File: config.mk
export PLATFORM = sky130hd
export DESIGN_NAME = mul_issue_ctrl
export DESIGN_NICKNAME = d
export VERILOG_FILES = /design/src/rtl/mul_issue_ctrl.sv
export SDC_FILE = /design/constraint.sdc
export NUM_CORES = 1
export LEC_CHECK = 0
export ABC_CLOCK_PERIOD_IN_PS = 6200
export CORE_UTILIZATION = 55
export CTS_CLUSTER_DIAMETER = 40
export DETAILED_ROUTE_END_ITERATION = 8
export DONT_BUFFER_PORTS = 1
export GPL_TIMING_DRIVEN = 0
export HOLD_SLACK_MARGIN = 0.02
export PLACE_DENSITY = 0.8
export SLEW_MARGIN = 20
export SYNTH_ARGS = -nofsm -noshare
export SYNTH_HDL_FRONTEND = slang
export SYNTH_SLANG_ARGS = --single-unit
File: constraint.sdc
create_clock -name clk -period 6.2 [get_ports clk]
set_clock_uncertainty 0.1 [all_clocks]
set_input_delay 0.93 -clock clk [delete_from_list [all_inputs] [get_ports clk]]
set_output_delay 0.93 -clock clk [all_outputs]
set_load 0.005 [all_outputs]
File: src/rtl/mul_issue_ctrl.sv
// Issue controller for the 2-stage unsigned multiplier: credit-gated issue, signed
// high-word correction carried alongside the product, and an in-order result FIFO.
module mul_issue_ctrl #(
  parameter int TAG_W = 5,
  parameter int DEPTH = 4,
  parameter int LAT   = 2
) (
  input  logic             clk,
  input  logic             reset,
  input  logic             flush,
  input  logic             in_valid,
  output logic             in_ready,
  input  logic [1:0]       in_op,
  input  logic [31:0]      in_rs1,
  input  logic [31:0]      in_rs2,
  input  logic [TAG_W-1:0] in_tag,
  output logic [31:0]      mul_a,
  output logic [31:0]      mul_b,
  output logic             mul_s,
  input  logic [31:0]      mul_o,
  output logic             out_valid,
  input  logic             out_ready,
  output logic [31:0]      out_data,
  output logic [TAG_W-1:0] out_tag,
  output logic             busy
);

  localparam int PTR_W = (DEPTH > 1) ? $clog2(DEPTH) : 1;
  localparam int CNT_W = $clog2(DEPTH + LAT + 1);

  // Unsigned high word minus this term gives the signed high word, mod 2^32.
  function automatic logic [31:0] corr_term(input logic [1:0] op,
                                            input logic [31:0] a,
                                            input logic [31:0] b);
    logic [31:0] ta;
    logic [31:0] tb;
    ta = a[31] ? b : 32'd0;
    tb = b[31] ? a : 32'd0;
    case (op)
      2'b01:   corr_term = ta + tb;
      2'b10:   corr_term = ta;
      default: corr_term = 32'd0;
    endcase
  endfunction

  function automatic logic [PTR_W-1:0] ptr_inc(input logic [PTR_W-1:0] p);
    ptr_inc = (p == PTR_W'(DEPTH - 1)) ? '0 : p + 1'b1;
  endfunction

  logic             fire;
  logic             push;
  logic             pop;
  logic [CNT_W-1:0] inflight;
  logic [CNT_W-1:0] count_q, count_d;
  logic [PTR_W-1:0] wr_ptr_q, wr_ptr_d;
  logic [PTR_W-1:0] rd_ptr_q, rd_ptr_d;
  logic [LAT-1:0]   vld_q;
  logic [TAG_W-1:0] tag_q  [LAT];
  logic [31:0]      corr_q [LAT];
  logic [31:0]      data_q [DEPTH];
  logic [TAG_W-1:0] ftag_q [DEPTH];

  always_comb begin
    inflight = '0;
    for (int i = 0; i < LAT; i++) inflight = inflight + CNT_W'(vld_q[i]);
  end

  // The multiplier cannot stall, so every accepted op must already own a FIFO slot.
  assign in_ready = !flush && ((inflight + count_q) < CNT_W'(DEPTH));
  assign fire     = in_valid & in_ready;
  assign mul_a    = fire ? in_rs1 : 32'd0;
  assign mul_b    = fire ? in_rs2 : 32'd0;
  assign mul_s    = fire & (in_op != 2'b00);
  assign push     = vld_q[LAT-1];
  assign pop      = out_valid & out_ready;

  always_ff @(posedge clk or posedge reset) begin
    if (reset) begin
      vld_q <= '0;
    end else if (flush) begin
      vld_q <= '0;
    end else begin
      vld_q[0] <= fire;
      for (int i = 1; i < LAT; i++) vld_q[i] <= vld_q[i-1];
    end
  end

  always_ff @(posedge clk) begin
    tag_q[0]  <= in_tag;
    corr_q[0] <= corr_term(in_op, in_rs1, in_rs2);
    for (int i = 1; i < LAT; i++) begin
      tag_q[i]  <= tag_q[i-1];
      corr_q[i] <= corr_q[i-1];
    end
  end

  always_comb begin
    wr_ptr_d = wr_ptr_q;
    rd_ptr_d = rd_ptr_q;
    count_d  = count_q;
    if (flush) begin
      wr_ptr_d = '0;
      rd_ptr_d = '0;
      count_d  = '0;
    end else begin
      if (push) wr_ptr_d = ptr_inc(wr_ptr_q);
      if (pop)  rd_ptr_d = ptr_inc(rd_ptr_q);
      case ({push, pop})
        2'b10:   count_d = count_q + 1'b1;
        2'b01:   count_d = count_q - 1'b1;
        default: count_d = count_q;
      endcase
    end
  end

  always_ff @(posedge clk or posedge reset) begin
    if (reset) begin
      wr_ptr_q <= '0;
      rd_ptr_q <= '0;
      count_q  <= '0;
    end else begin
      wr_ptr_q <= wr_ptr_d;
      rd_ptr_q <= rd_ptr_d;
      count_q  <= count_d;
    end
  end

  always_ff @(posedge clk or posedge reset) begin
    if (reset) begin
      for (int i = 0; i < DEPTH; i++) begin
        data_q[i] <= '0;
        ftag_q[i] <= '0;
      end
    end else if (push && !flush) begin
      data_q[wr_ptr_q] <= mul_o - corr_q[LAT-1];
      ftag_q[wr_ptr_q] <= tag_q[LAT-1];
    end
  end

  assign out_valid = (count_q != '0);
  assign out_data  = data_q[rd_ptr_q];
  assign out_tag   = ftag_q[rd_ptr_q];
  assign busy      = (inflight != '0) | out_valid;

endmodule

==> results.ini <==
[outcome]
status = finished clean

[pwr]
combPwrFrac_pct = 25.6
swShare_pct = 31.3
pwr-share-clk_pct = 33.2
power_density_nw_per_um2 = 311
ir_drop_mv = 0.251
intPower_uw = 3080
power_frac_seq_pct = 41.2
p_switching_uw = 1400
p_leak_uw = 0.00643

[synth]
synth_top_area_share_pct = 30.0
synth_area_um2 = 13100
syn_avg_cell_area_um2 = 9.03
postSynth.asyncResetShare_pct = 68.0
yosys.area.top_type = dfrtp_1
synth_nets = 1635
synthCells = 1451
yosysSeqAreaShare_pct = 41.3
ys_ff_latch = 231
synth_warnings = 0
synthFlopType = dfrtp_1
synth_area_leaders = dfrtp_1, dfxtp_1, nand2_1
synth_edf_count = 0
yosysUniqueCellTypes = 60

[timing]
min_period_ns = 4.29
finalMaxSlewViolations = 0
fmax_ghz = 0.233
hold_violations = 0
post-route-period-util_pct = 69.1
tightestPinTransition_ns = 0.874
rsz0062_at_grt = false
fin_ws_ns = 1.91
relSlewSlack_pct = 41.7
setup_viol = 0

[layout]
drive_gt1_share_pct = 6.20
nets = 1664
syn_to_final_growth_pct = 9.89
fin_cells = 1820

[cts]
clock_latency_ns = 0.52
clock-sinks = 231
post_cts_resized = 0
cts_hold_buf = 0
cts_root_buffer = clkbuf_16
clk_path_buf_depth = 3
htree_levels = 1
cts_tree = done
postCtsSetupBuffers = 0
cts_buffers = 26
clkSlewWorstSetupHoldPaths_ns = 0.06

[placed_design]
hpwl_um = 26700
gp_congestion = 0.969
dp_cells = 1771
post-place-ws_ns = 2.16
portBuffers = 0

[setup_path]
required_ns = 5.17
startpoint_type = flop
worst-path-buf-inv = 2
crit_chain = ha_1 -> ha_1 -> a31oi_1 -> xnor2_1 -> nor2_1 -> clkbuf_1 -> clkbuf_1 -> and3_1
max_stage_delay_ns = 0.44
end_kind = primary output
critPathKind = reg2out
critPathTopFamily = buffers and inverters
cp_max_fo = 10
crit_slowest_cell = dfrtp_1
critPathArrivalTime_ns = 3.26
ff2ff_setup_slack_ns = 2.71

[die]
die_area_um2 = 24400
die_w_um = 156
coreArea_um2 = 23400
initial_core_util_pct = 56.0
fp-row-count = 56
die_h_um = 156
io_pins = 213

[job]
max_cap_violations = 0

[routing]
routed_wirelength_um = 35400
drc = 0
vias = 10900
ant_nets = 0
first_pass_iters = 5
wl_per_cell_um = 19.5
drt_iter0_markers = 824
via_per_inst = 6.00

[global_routing]
grt_pass1_vias = 10500
grt_overflow = 0
grt_max_degree = 81
grt_antenna_before_repair = 1
grt_pass1_wl_um = 55000
grt_usage_pct = 28.9

[min_path]
hold_path_class = in2async

[logic make-up after synthesis]
family                   synth area share (%)
XOR/XNOR                                 3.54
flip-flops                               41.3
AND/OR/NAND/NOR                          19.7
multiplexers                             6.74
adder cells (fa/ha/maj)                  7.43
buffers and inverters                    4.18
AO/OA/AOI/OAI                            17.1
[power by group through the flow]
stage               Clock [uW]  Sequential (uW)  Combinational, uW
floorplan                    0             1830                877
global placement             0             1850               1100
detailed placement           0             1870               1130
CTS                       1510             1850               1140
global route              1570             1870               1260
finish                    1490             1850               1150
[final timing paths]
path                                         start                endpoint  cells past startpoint
min                                          reset  ftag_q[17]$_DFFE_PP0P_                      1
min in group clk           corr_q[0][3]$_SDFF_PN0_   corr_q[0][35]$_DFF_P_                      0
min reg2reg                corr_q[0][3]$_SDFF_PN0_   corr_q[0][35]$_DFF_P_                      0
max in group asynchronous                    reset  data_q[73]$_DFFE_PP0P_                      2
max reg2reg                  corr_q[0][32]$_DFF_P_  data_q[56]$_DFFE_PP0P_                     11
max                             vld_q[1]$_DFF_PP0_                mul_b[1]                      8
[worst reg2reg max path, cell delays in order, from the launching register on]
cell and delay [ns]:
dfxtp_1 0.34, ha_1 0.22, fa_1 0.23, nor2b_1 0.06, o21ai_0 0.27, a21oi_1 0.16
o21ai_0 0.39, a31oi_1 0.21, a41oi_1 0.49, o31ai_1 0.17, xnor2_1 0.49, o21ai_0 0.21
[cells in the mapped netlist, drive strengths merged (4+ instances only)]
cell type	n
a21oi	78
nor2b	21
xor2	16
and3	72
nand3	20
o21bai	12
mux4	37
nand4	19
inv	59
and2	76
ha	73
mux2i	5
a31oi	10
buf	5
nor3	17
nor2	37
o21a	6
dfxtp	74
nand2	255
o31ai	15
a21o	28
nand2b	9
a21boi	5
o211ai	11
xnor2	37
o2111ai	4
dfrtp	157
clkbuf	82
a22oi	13
or3	6
o21ai	164
[sequential cells by signal, summed over array words and instances (netlist names)]
| register | count |
|---|---|
| rd_ptr_q | 2 |
| count_q | 3 |
| corr_q | 64 |
| vld_q | 2 |
| ftag_q | 20 |
| wr_ptr_q | 2 |
| data_q | 128 |
| tag_q | 10 |
[placed cells by master, fill, tap and decap left out, drive strengths merged, types with 2 or more instances in the layout]
cell type,instances
a211oi,3
a21boi,5
a21o,28
a21oi,78
a221o,2
a22oi,13
a31oi,10
a32o,2
and2,76
and3,72
buf,6
clkbuf,120
clkinv,4
dfrtp,157
dfxtp,74
fa,3
ha,73
inv,65
mux2i,5
mux4,37
nand2,255
nand2b,9
nand3,20
nand4,19
nor2,37
nor2b,21
nor3,17
nor3b,2
o2111ai,4
o211ai,11
o21a,6
o21ai,164
o21bai,12
o221a,2
o22ai,2
o31ai,15
or3,6
xnor2,37
xor2,16
[area by class of cell]
class / instances / area (um2)
antenna: 1 / 2.50
buffer: 87 / 327
clock buffer: 38 / 778
clock inverter: 10 / 80.1
fill: 2010 / 9010
inverter: 59 / 229
multi-input combinational: 1074 / 7140
sequential: 231 / 5410
tap: 319 / 399
timing repair buffer: 1 / 27.5
[through the flow]
step | util (%) | total power, uW | hold WS [ns] | setup TNS, ns | area, um2
5_1_grt | 61.5 | 4700 | 0.230 | 0 | 14400
3_5_place_dp | 57.8 | 3000 | 0.212 | 0 | 13500
4_1_cts | 61.5 | 4490 | 0.226 | 0 | 14400
2_1_floorplan | - | 2700 | 0.210 | 0 | 13100
6_report | 61.5 | 4480 | 0.206 | 0 | 14400
3_3_place_gp | 57.7 | 2950 | 0.210 | -94.99 | 13500
[per-layer routing]
metal | GRT usage (%) | part of all wire, %
met1 | 35.5 | 40
met5 | 0 | 0
met4 | 10.3 | 3.3
met2 | 50.1 | 48
met3 | 5.82 | 8.3
Note: power is estimated with default switching activity, not from simulation.
